$ cat config.mk
export PLATFORM = sky130hd
export DESIGN_NAME = i2s_audio_in
export DESIGN_NICKNAME = d
export VERILOG_FILES = /design/src/rtl/i2s_audio_in_pkg.sv /design/src/rtl/i2s_audio_in_fifo.sv /design/src/rtl/i2s_audio_in.sv
export SDC_FILE = /design/constraint.sdc
export NUM_CORES = 1
export LEC_CHECK = 0
export CORE_ASPECT_RATIO = 1.2
export CORE_UTILIZATION = 50
export DETAILED_ROUTE_END_ITERATION = 6
export GPL_TIMING_DRIVEN = 0
export PLACE_DENSITY = 0.68
export SYNTH_ARGS = -nofsm -noshare
export SYNTH_HDL_FRONTEND = slang
export SYNTH_SLANG_ARGS = --single-unit
export TNS_END_PERCENT = 100
$ cat constraint.sdc
create_clock -name clk -period 15.1 [get_ports clk]
set_input_delay 3.02 -clock clk [delete_from_list [all_inputs] [get_ports clk]]
set_output_delay 3.02 -clock clk [all_outputs]
set_load 0.005 [all_outputs]
$ cat src/rtl/i2s_audio_in_pkg.sv
// Shared definitions for the I2S capture path.
// WORD_DEFAULT : bck periods (data bits) per channel slot, MSB first.
// state_t      : slot-tracking states of the receiver.
// Frame layout, shared with the transmitter: {right, left}. The left sample
// occupies [WORD-1:0] and the right sample occupies [2*WORD-1:WORD].
package i2s_audio_in_pkg;

  localparam int unsigned WORD_DEFAULT = 32;

  typedef enum logic [1:0] {
    STATE_HUNT  = 2'd0,
    STATE_LEFT  = 2'd1,
    STATE_RIGHT = 2'd2
  } state_t;

endpackage

$ cat src/rtl/i2s_audio_in_fifo.sv
// audio_in_fifo: show-ahead synchronous FIFO for captured stereo frames.
// clk, aclr        : clock, asynchronous active-high reset
// wrreq, data      : push a frame (accepted when not full, or when full with a
//                    pop in the same cycle)
// rdreq            : pop the head frame (ignored when rdempty=1)
// q                : head frame, valid while rdempty=0, zero otherwise
// rdempty, full    : occupancy flags
module audio_in_fifo #(
  parameter int unsigned WIDTH = 64,
  parameter int unsigned DEPTH = 4
) (
  input  logic             clk,
  input  logic             aclr,
  input  logic             wrreq,
  input  logic [WIDTH-1:0] data,
  input  logic             rdreq,
  output logic [WIDTH-1:0] q,
  output logic             rdempty,
  output logic             full
);

  localparam int unsigned AW   = $clog2(DEPTH);
  localparam int unsigned CNTW = AW + 1;
  localparam logic [CNTW-1:0] CNT_FULL = CNTW'(DEPTH);

  logic [WIDTH-1:0] mem [DEPTH];
  logic [AW-1:0]    wr_ptr;
  logic [AW-1:0]    rd_ptr;
  logic [CNTW-1:0]  count;
  logic             wr_en;
  logic             rd_en;

  assign rdempty = (count == '0);
  assign full    = (count == CNT_FULL);
  assign rd_en   = rdreq & ~rdempty;
  assign wr_en   = wrreq & (~full | rd_en);
  assign q       = rdempty ? '0 : mem[rd_ptr];

  always_ff @(posedge clk) begin
    if (wr_en) mem[wr_ptr] <= data;
  end

  always_ff @(posedge clk or posedge aclr) begin
    if (aclr) begin
      wr_ptr <= '0;
      rd_ptr <= '0;
      count  <= '0;
    end else begin
      if (wr_en) wr_ptr <= wr_ptr + 1'b1;
      if (rd_en) rd_ptr <= rd_ptr + 1'b1;
      case ({wr_en, rd_en})
        2'b10:   count <= count + 1'b1;
        2'b01:   count <= count - 1'b1;
        default: count <= count;
      endcase
    end
  end

endmodule

$ cat src/rtl/i2s_audio_in.sv
// i2s_audio_in: I2S slave receiver.
// clk, aclr     : system clock (>= 8x bck), asynchronous active-high reset
// bck, lrck, din: I2S pins, asynchronous to clk (lrck 0 = left, 1 = right)
// rdreq         : pop the head frame
// sample        : head frame {right, left}, valid while rdempty=0
// rdempty       : no frame buffered
// overrun       : sticky, a complete frame was dropped because the FIFO was full
// frame_err     : sticky, a slot with a bit count other than WORD was seen
// err_clr       : synchronous clear of both sticky flags (a set in the same
//                 cycle wins)
module i2s_audio_in
  import i2s_audio_in_pkg::*;
#(
  parameter int unsigned WORD  = WORD_DEFAULT,
  parameter int unsigned DEPTH = 4
) (
  input  logic              clk,
  input  logic              aclr,
  input  logic              bck,
  input  logic              lrck,
  input  logic              din,
  input  logic              rdreq,
  output logic [2*WORD-1:0] sample,
  output logic              rdempty,
  output logic              overrun,
  output logic              frame_err,
  input  logic              err_clr
);

  localparam int unsigned CW = $clog2(WORD + 2);
  localparam logic [CW-1:0] CNT_FULL = CW'(WORD);
  localparam logic [CW-1:0] CNT_SAT  = CW'(WORD + 1);

  logic [2:0]        bck_s;
  logic [2:0]        lrck_s;
  logic [2:0]        din_s;
  logic              bck_rise;
  logic              lrck_a;
  logic              din_a;

  state_t            state;
  logic              lrck_prev;
  logic [CW-1:0]     bit_cnt;
  logic [CW-1:0]     cnt_next;
  logic [WORD-1:0]   shift_q;
  logic [WORD-1:0]   word_now;
  logic [WORD-1:0]   left_q;
  logic              slot_full;
  logic              push_q;
  logic [2*WORD-1:0] frame_q;

  logic              fifo_full;
  logic              pop;

  // Two synchroniser stages, then a third stage. lrck/din go through the same
  // depth so their third-stage values line up with the registered rise pulse.
  always_ff @(posedge clk or posedge aclr) begin
    if (aclr) begin
      bck_s    <= '0;
      lrck_s   <= '0;
      din_s    <= '0;
      bck_rise <= 1'b0;
    end else begin
      bck_s    <= {bck_s[1:0], bck};
      lrck_s   <= {lrck_s[1:0], lrck};
      din_s    <= {din_s[1:0], din};
      bck_rise <= bck_s[1] & ~bck_s[2];
    end
  end

  assign lrck_a = lrck_s[2];
  assign din_a  = din_s[2];

  // The bit taken on an lrck-change rise is the LSB of the slot that just
  // ended, so the completed word and its length both include this bit.
  assign word_now  = {shift_q[WORD-2:0], din_a};
  assign cnt_next  = (bit_cnt == CNT_SAT) ? bit_cnt : bit_cnt + 1'b1;
  assign slot_full = (cnt_next == CNT_FULL);

  always_ff @(posedge clk or posedge aclr) begin
    if (aclr) begin
      state     <= STATE_HUNT;
      lrck_prev <= 1'b1;
      bit_cnt   <= '0;
      shift_q   <= '0;
      left_q    <= '0;
      push_q    <= 1'b0;
      frame_q   <= '0;
      frame_err <= 1'b0;
    end else begin
      push_q <= 1'b0;
      if (err_clr) frame_err <= 1'b0;
      if (bck_rise) begin
        shift_q   <= word_now;
        lrck_prev <= lrck_a;
        if (lrck_a != lrck_prev) begin
          bit_cnt <= '0;
          case (state)
            STATE_HUNT: begin
              if (!lrck_a) state <= STATE_LEFT;
            end
            STATE_LEFT: begin
              if (slot_full) begin
                left_q <= word_now;
                state  <= STATE_RIGHT;
              end else begin
                frame_err <= 1'b1;
                state     <= STATE_HUNT;
              end
            end
            STATE_RIGHT: begin
              if (slot_full) begin
                push_q  <= 1'b1;
                frame_q <= {word_now, left_q};
                state   <= STATE_LEFT;
              end else begin
                frame_err <= 1'b1;
                state     <= STATE_HUNT;
              end
            end
            default: state <= STATE_HUNT;
          endcase
        end else begin
          bit_cnt <= cnt_next;
        end
      end
    end
  end

  assign pop = rdreq & ~rdempty;

  // A push into a full FIFO is only dropped when no pop frees a slot that cycle.
  always_ff @(posedge clk or posedge aclr) begin
    if (aclr) begin
      overrun <= 1'b0;
    end else if (push_q & fifo_full & ~pop) begin
      overrun <= 1'b1;
    end else if (err_clr) begin
      overrun <= 1'b0;
    end
  end

  audio_in_fifo #(
    .WIDTH(2 * WORD),
    .DEPTH(DEPTH)
  ) u_fifo (
    .clk    (clk),
    .aclr   (aclr),
    .wrreq  (push_q),
    .data   (frame_q),
    .rdreq  (rdreq),
    .q      (sample),
    .rdempty(rdempty),
    .full   (fifo_full)
  );

endmodule

==> impl_metrics.csv, run 1 <==
group,metric,value,unit
place,dp_hpwl,16660,µm
synth,synth_seq_cells,412,
power,swShare,0.2474,
synth,netlist_area,15820,µm²
global_route,grt_pass1_vias,7611,
power,combPwrFrac,0.152,
route,wl_met2,14290,µm
timing,relSlewSlack,0.3355,
global_route,grt.overflow.total,0,
route,drt_iter0_drc,308,
timing,finalCriticalPeriod,6.142,ns
clocking,max-clock-path-buffers,3,
place,gp_congestion,0.7192,
cells_and_area,nNetsFinal,951,
route,dr.pass1.iters,4,
synth,syn_inst,813,
clocking,cts_tree,"done",
power,p_seq_frac,0.497,
cells_and_area,drive_gt1_frac,0.2805,
cells_and_area,most-common-layout-cells,"256 x edfxtp_1, 155 x dfrtp_1, 122 x mux2_2, 73 x clkdlybuf4s50_1, 65 x and2_1",
global_route,track_usage,0.1808,
clocking,postCtsHoldBufs,0,
critical_path,reg2reg_from,"lrck_prev",
power,internal_power,1.908,mW
critical_path,critical_path_class,"reg2out",
cells_and_area,antennaDiodeCount,0,
status,status,"completed",
clocking,clk_transition_reported_paths,0.06,ns
timing,tns,0,ns
synth,ys.flop_type,"edfxtp_1",
synth,synthTopCellsByArea,"edfxtp_1 49%, dfrtp_1 25%, mux4_2 9.1%",
timing,fin_ws,8.958,ns
synth,syn_avg_cell_area,19.46,µm²
route,num_vias,7321,
route,ant_nets,0,
job,maxCapViolCount,0,
cells_and_area,fill_cells,2387,
global_route,grt_pass1_wl,43800,µm
global_route,grt_max_degree,83,
synth,synth-async-reset-ratio,0.3786,
power,ir_worst_vdd,0.09862,mV
critical_path,path_max_fanout,10,
critical_path,cp-end-kind,"output port",
clocking,cts_htree_levels,2,
route,drc_errors,0,
clocking,post_cts_buffers,0,
route,wl_per_cell,20.24,µm
synth,synth_edf_count,256,
power,total_leakage_power,7.508,nW
clocking,cts-root-buf,"clkbuf_16",
timing,slew_viol_final,0,
timing,hold_viol,0,
hold_path,hold_path_class,"reg2reg",
floorplan,die_w,164.4,µm
route,vias_per_cell,5.383,
floorplan,initial_core_util,0.5059,
floorplan,die_h,196.8,µm
route,wl_met1,11700,µm
clocking,postCtsResizedCells,0,
clocking,cts_made_buffers,38,
synth,ys_seq_area_frac,0.7328,
synth,yosys.area.top_type,"edfxtp_1",
critical_path,crit_required,12.08,ns
clocking,numClockSinks,412,
critical_path,cp-start-kind,"flop",
route,drt-total-wl,27530,µm
route,wl_met3,1028,µm
synth,ys_warn_count,0,
timing,fin_crit_sh,0.4067,
floorplan,core_area,31270,µm²
critical_path,arrival,3.12,ns
route,dr.max_layer_used,"met4",
power,power_frac_clock,0.350,
global_route,antenna_found_initial,1,
floorplan,io_pins,74,
synth,synth_top_area_share,0.4860,
critical_path,crit_start,"u_fifo.rd_ptr[0]",
power,p_per_area,138.2,nW/µm²
power,p_switching,0.6275,mW
synth,synth.net_count,833,
timing,fmax,162.8,MHz
timing,setup_viol,0,
hold_path,min_from,"din_s[0]",
timing,worst_pin_slew,0.9968,ns
cells_and_area,final_common_cell,"edfxtp_1",
cells_and_area,areaGrowthSynthToFinish,16.04,%
timing,skew,0.02247,ns
floorplan,rows,71,
place,pre_cts_ws,9.405,ns
clocking,clk_latency,0.52,ns
timing,rsz0062_at_grt,"false",
place,portBuffers,73,
floorplan,dieArea,32360,µm²
synth,synth.distinct_cells,44,
synthesized netlist by cell type (all sizes together), types with 2 or more instances:
cell type / count
nor3: 2
dfrtp: 155
o22ai: 2
nor3b: 2
nor2: 7
ha: 12
a22o: 2
nand3: 3
inv: 17
mux2: 129
nand2: 9
buf: 18
mux4: 64
a21oi: 4
xnor2: 5
edfxtp: 256
clkbuf: 19
nor2b: 3
xor2: 5
nor4: 3
o21ai: 9
and2: 71
registers in the layout, summed over array words and instances (netlist names), 3 cells and up:
name,count
frame_q,64
u_fifo.mem,256
din_s,3
lrck_s,3
bck_s,3
shift_q,31
bit_cnt,6
u_fifo.count,3
left_q,32
logic make-up (layout without fill, tap and decap cells):
kind of cell             count (synthesis)  in the layout  synth area share
flip-flops                             412            412            0.7328
multiplexers                           194            194            0.1836
adder cells (fa/ha/maj)                 13             13           0.01076
buffers and inverters                   54            200           0.01629
AO/OA/AOI/OAI                           24             24          0.009809
XOR/XNOR                                10             10          0.005536
AND/OR/NAND/NOR                        106            106           0.04121
power groups by stage:
stage                     combinational, mW  clock, mW  sequential [mW]
after CTS                             0.402      0.908             1.26
after floorplan                       0.265          0             1.27
final                                 0.387      0.888             1.26
after global routing                  0.429      0.948             1.27
after global placement                0.393          0             1.28
after detailed placement              0.401          0             1.28
metrics by stage:
step	instances	utilization	power, mW	hold slack, ns	cell area, µm²
floorplan	813	-	1.533	0.3312	15820
global placement	1287	0.5453	1.675	0.3320	17050
detailed placement	1292	0.5503	1.685	0.3347	17210
CTS	1360	0.5870	2.571	0.3479	18360
global route	1360	0.5870	2.642	0.3508	18360
finish	1360	0.5870	2.536	0.3487	18360
final timing paths:
path / endpoint / slack, ns / cells after the start
worst min register to register: din_s[1] / 0.35 / 0
worst max register to register: frame_q[36] / 12.08 / 6
min in group asynchronous: frame_q[36] / 2.97 / 2
max in group asynchronous: frame_q[55] / 11.33 / 3
worst min-delay path: din_s[1] / 0.35 / 0
worst max-delay path: sample[34] / 8.96 / 5
routing by layer:
layer,GRT usage,vias up
met3,0.02567,41
met5,0,-
met1,0.2471,3804
met4,0.04859,0
met2,0.3052,133
li1,-,3343
worst max-delay path: stages, from the launching register on:
cell and delay [ns]:
dfrtp_1 0.36, buf_2 0.33, buf_1 0.67, mux4_2 0.64, and2_1 0.18, clkdlybuf4s50_1 0.43
layout make-up:
class | count | area [µm²] | area share
Sequential cell | 412 | 11590 | 0.6315
Multi-Input combinational cell | 347 | 3979 | 0.2168
Clock buffer | 49 | 1023 | 0.05576
Timing Repair Buffer | 78 | 868.3 | 0.04730
Tap cell | 401 | 501.7 | 0.02733
Buffer | 37 | 193.9 | 0.01057
Clock inverter | 19 | 126.4 | 0.006884
Inverter | 17 | 71.32 | 0.003885
Power figures use the tool's default switching activity.
==> run 2, diff against run 1 <==
--- a/config.mk
+++ b/config.mk
@@ -9,7 +9,7 @@
 export CORE_UTILIZATION = 50
 export DETAILED_ROUTE_END_ITERATION = 6
 export GPL_TIMING_DRIVEN = 0
-export PLACE_DENSITY = 0.68
+export PLACE_DENSITY = 0.71
 export SYNTH_ARGS = -nofsm -noshare
 export SYNTH_HDL_FRONTEND = slang
 export SYNTH_SLANG_ARGS = --single-unit
==> constraint.sdc (replaced) <==
create_clock -name clk -period 5.6 [get_ports clk]
set_input_delay 1.12 -clock clk [delete_from_list [all_inputs] [get_ports clk]]
set_output_delay 1.12 -clock clk [all_outputs]
set_load 0.005 [all_outputs]
==> run 2 against run 1 <==
  * Sequential share of layout area shrank 0.12 points
  * Via count grew 2.0%
  * Sequential cell count is the same
  * Global-route usage grew 0.14 points
  * Final cell count is essentially flat
  * Count of clock-buffer cells in the layout grew 3
  * Utilization grew 0.12 points
  * Total power grew to 2.7 times the previous value
  * Die area is the same
  * Register-to-register slack lost 9.4 ns
  * Critical path depth is the same
  * Final area grew 0.20%
==> impl_metrics.csv, run 2 (same netlist as run 1, synthesis figures left out) <==
group,metric,value,unit
clocking,cts_made_buffers,38,
cells_and_area,max_flop_register,"u_fifo.mem",
global_route,grt.overflow.total,0,
place,gp_congestion,0.7362,
floorplan,dieArea,32360,µm²
timing,hold_viol,0,
cells_and_area,antennaDiodeCount,0,
critical_path,path_max_fanout,10,
floorplan,die_h,196.8,µm
place,placed_cell_area,17230,µm²
status,status,"completed",
power,p_per_area,373.7,nW/µm²
critical_path,slowest_delay,0.65,ns
global_route,grt_pass1_wl,44460,µm
cells_and_area,final_util,0.5882,
timing,fin_crit_sh,0.7543,
global_route,antenna_found_initial,1,
timing,setup_viol,0,
timing,skew,0.01356,ns
cells_and_area,stdcell_area,18390,µm²
critical_path,crit_required,4.48,ns
clocking,clk_latency,0.51,ns
power,total_leakage_power,7.495,nW
timing,finalCriticalPeriod,4.224,ns
clocking,postCtsResizedCells,0,
floorplan,io_pins,74,
cells_and_area,instances_no_fill,1361,
clocking,cts_tree,"done",
route,vias_per_cell,5.485,
critical_path,critical_path_class,"reg2out",
clocking,post_cts_buffers,0,
place,place_inst,1293,
power,power,6.874,mW
timing,fmax,236.7,MHz
route,drt-total-wl,27490,µm
floorplan,rows,71,
clocking,postCtsHoldBufs,0,
global_route,grt_pass1_vias,7816,
global_route,track_usage,0.1822,
cells_and_area,drive_gt1_frac,0.2792,
cells_and_area,final_common_cell,"edfxtp_1",
timing,slew_viol_final,0,
route,drc_errors,0,
route,ant_nets,0,
place,dp_hpwl,16720,µm
route,drt_iter0_drc,429,
cells_and_area,nNetsFinal,952,
place,pre_cts_ws,1.795,ns
critical_path,crit_slowest_cell,"buf_1",
critical_path,critPathTopFamily,"buffers and inverters",
clocking,cts-root-buf,"clkbuf_16",
job,maxCapViolCount,0,
route,dr.pass1.iters,4,
timing,fin_ws,1.376,ns
cells_and_area,largestRegisters,"u_fifo.mem (256), frame_q (64), left_q (32)",
critical_path,crit_buf_inv,3,
floorplan,core_area,31270,µm²
floorplan,die_w,164.4,µm
timing,rsz0062_at_grt,"false",
timing,worst_pin_slew,0.9723,ns
cells_and_area,largest_register_ff_count,256,
cells_and_area,most-common-layout-cells,"256 x edfxtp_1, 155 x dfrtp_1, 122 x mux2_2, 73 x clkdlybuf4s50_1, 65 x and2_1",
route,num_vias,7465,
timing,relSlewSlack,0.3469,
floorplan,initial_core_util,0.5059,
critical_path,cp-end-kind,"output port",
place,portBuffers,73,
critical_path,cp-start-kind,"flop",
cells_and_area,areaGrowthSynthToFinish,16.27,%
critical_path,arrival,3.10,ns
hold_path,hold_path_class,"reg2reg",
clocking,clk_transition_reported_paths,0.06,ns
route,wl_per_cell,20.19,µm
clocking,cts_htree_levels,2,
clocking,max-clock-path-buffers,3,
global_route,grt_max_degree,97,
critical_path,path_cells,"buf_2 > buf_1 > mux4_2 > and2_1 > clkdlybuf4s50_1",
power,ir_worst_vdd,0.2251,mV
clocking,numClockSinks,412,
[run 2: changes by cell type in the layout (fill, tap and decap cells not counted), sizes merged]
cell | previous run | this run
clkinv | 17 | 12
clkbuf | 68 | 71
clkinvlp | 0 | 2
buf | 23 | 24
[run 2: where the power goes]
group | internal, mW | total [mW] | switching (mW)
registers | 3.30 | 3.40 | 0.108
logic | 0.525 | 1.06 | 0.538
clock network | 1.37 | 2.41 | 1.04
[run 2: worst paths after layout]
check                               to  cells after the start             start  slack [ns]
setup / recovery            sample[33]                      5  u_fifo.rd_ptr[0]        1.38
hold / removal               lrck_s[2]                      0         lrck_s[1]        0.35
setup reg to reg           frame_q[27]                      6         lrck_prev        2.69
hold reg to reg              lrck_s[2]                      0         lrck_s[1]        0.35
max in group asynchronous  shift_q[20]                      4              aclr        3.80
min in group asynchronous  frame_q[36]                      2              aclr        0.86
[run 2: layout make-up]
cell class	instances	area, µm²
Timing Repair Buffer	79	895.9
Multi-Input combinational cell	347	3979
Inverter	17	68.82
Clock buffer	52	1055
Clock inverter	16	106.4
Fill cell	2330	12880
Buffer	37	193.9
Tap cell	401	501.7
Sequential cell	412	11590
[run 2: worst register-to-register path, cell delays in order, from the launching register on]
cell     delay, ns
dfstp_2       0.59
xor2_1        0.40
and2_2        0.28
nand2_1       0.14
nor4_4        0.75
buf_6         0.29
mux2_2        0.35
[run 2: stage by stage]
step	TNS (ns)	hold WS [ns]
finish	0	0.3473
global route	0	0.3620
CTS	0	0.3502
detailed placement	0	0.3358
global placement	-291.75	0.3312
floorplan	0	0.3312
[run 2: layer usage]
metal,wire (µm),vias to the layer above,global-route usage,part of all wire
met4,512,0,0.04349,0.019
met3,1100,45,0.02504,0.040
met5,0,-,0,0
met2,14230,153,0.3144,0.52
li1,-,3343,-,-
met1,11650,3924,0.2456,0.42
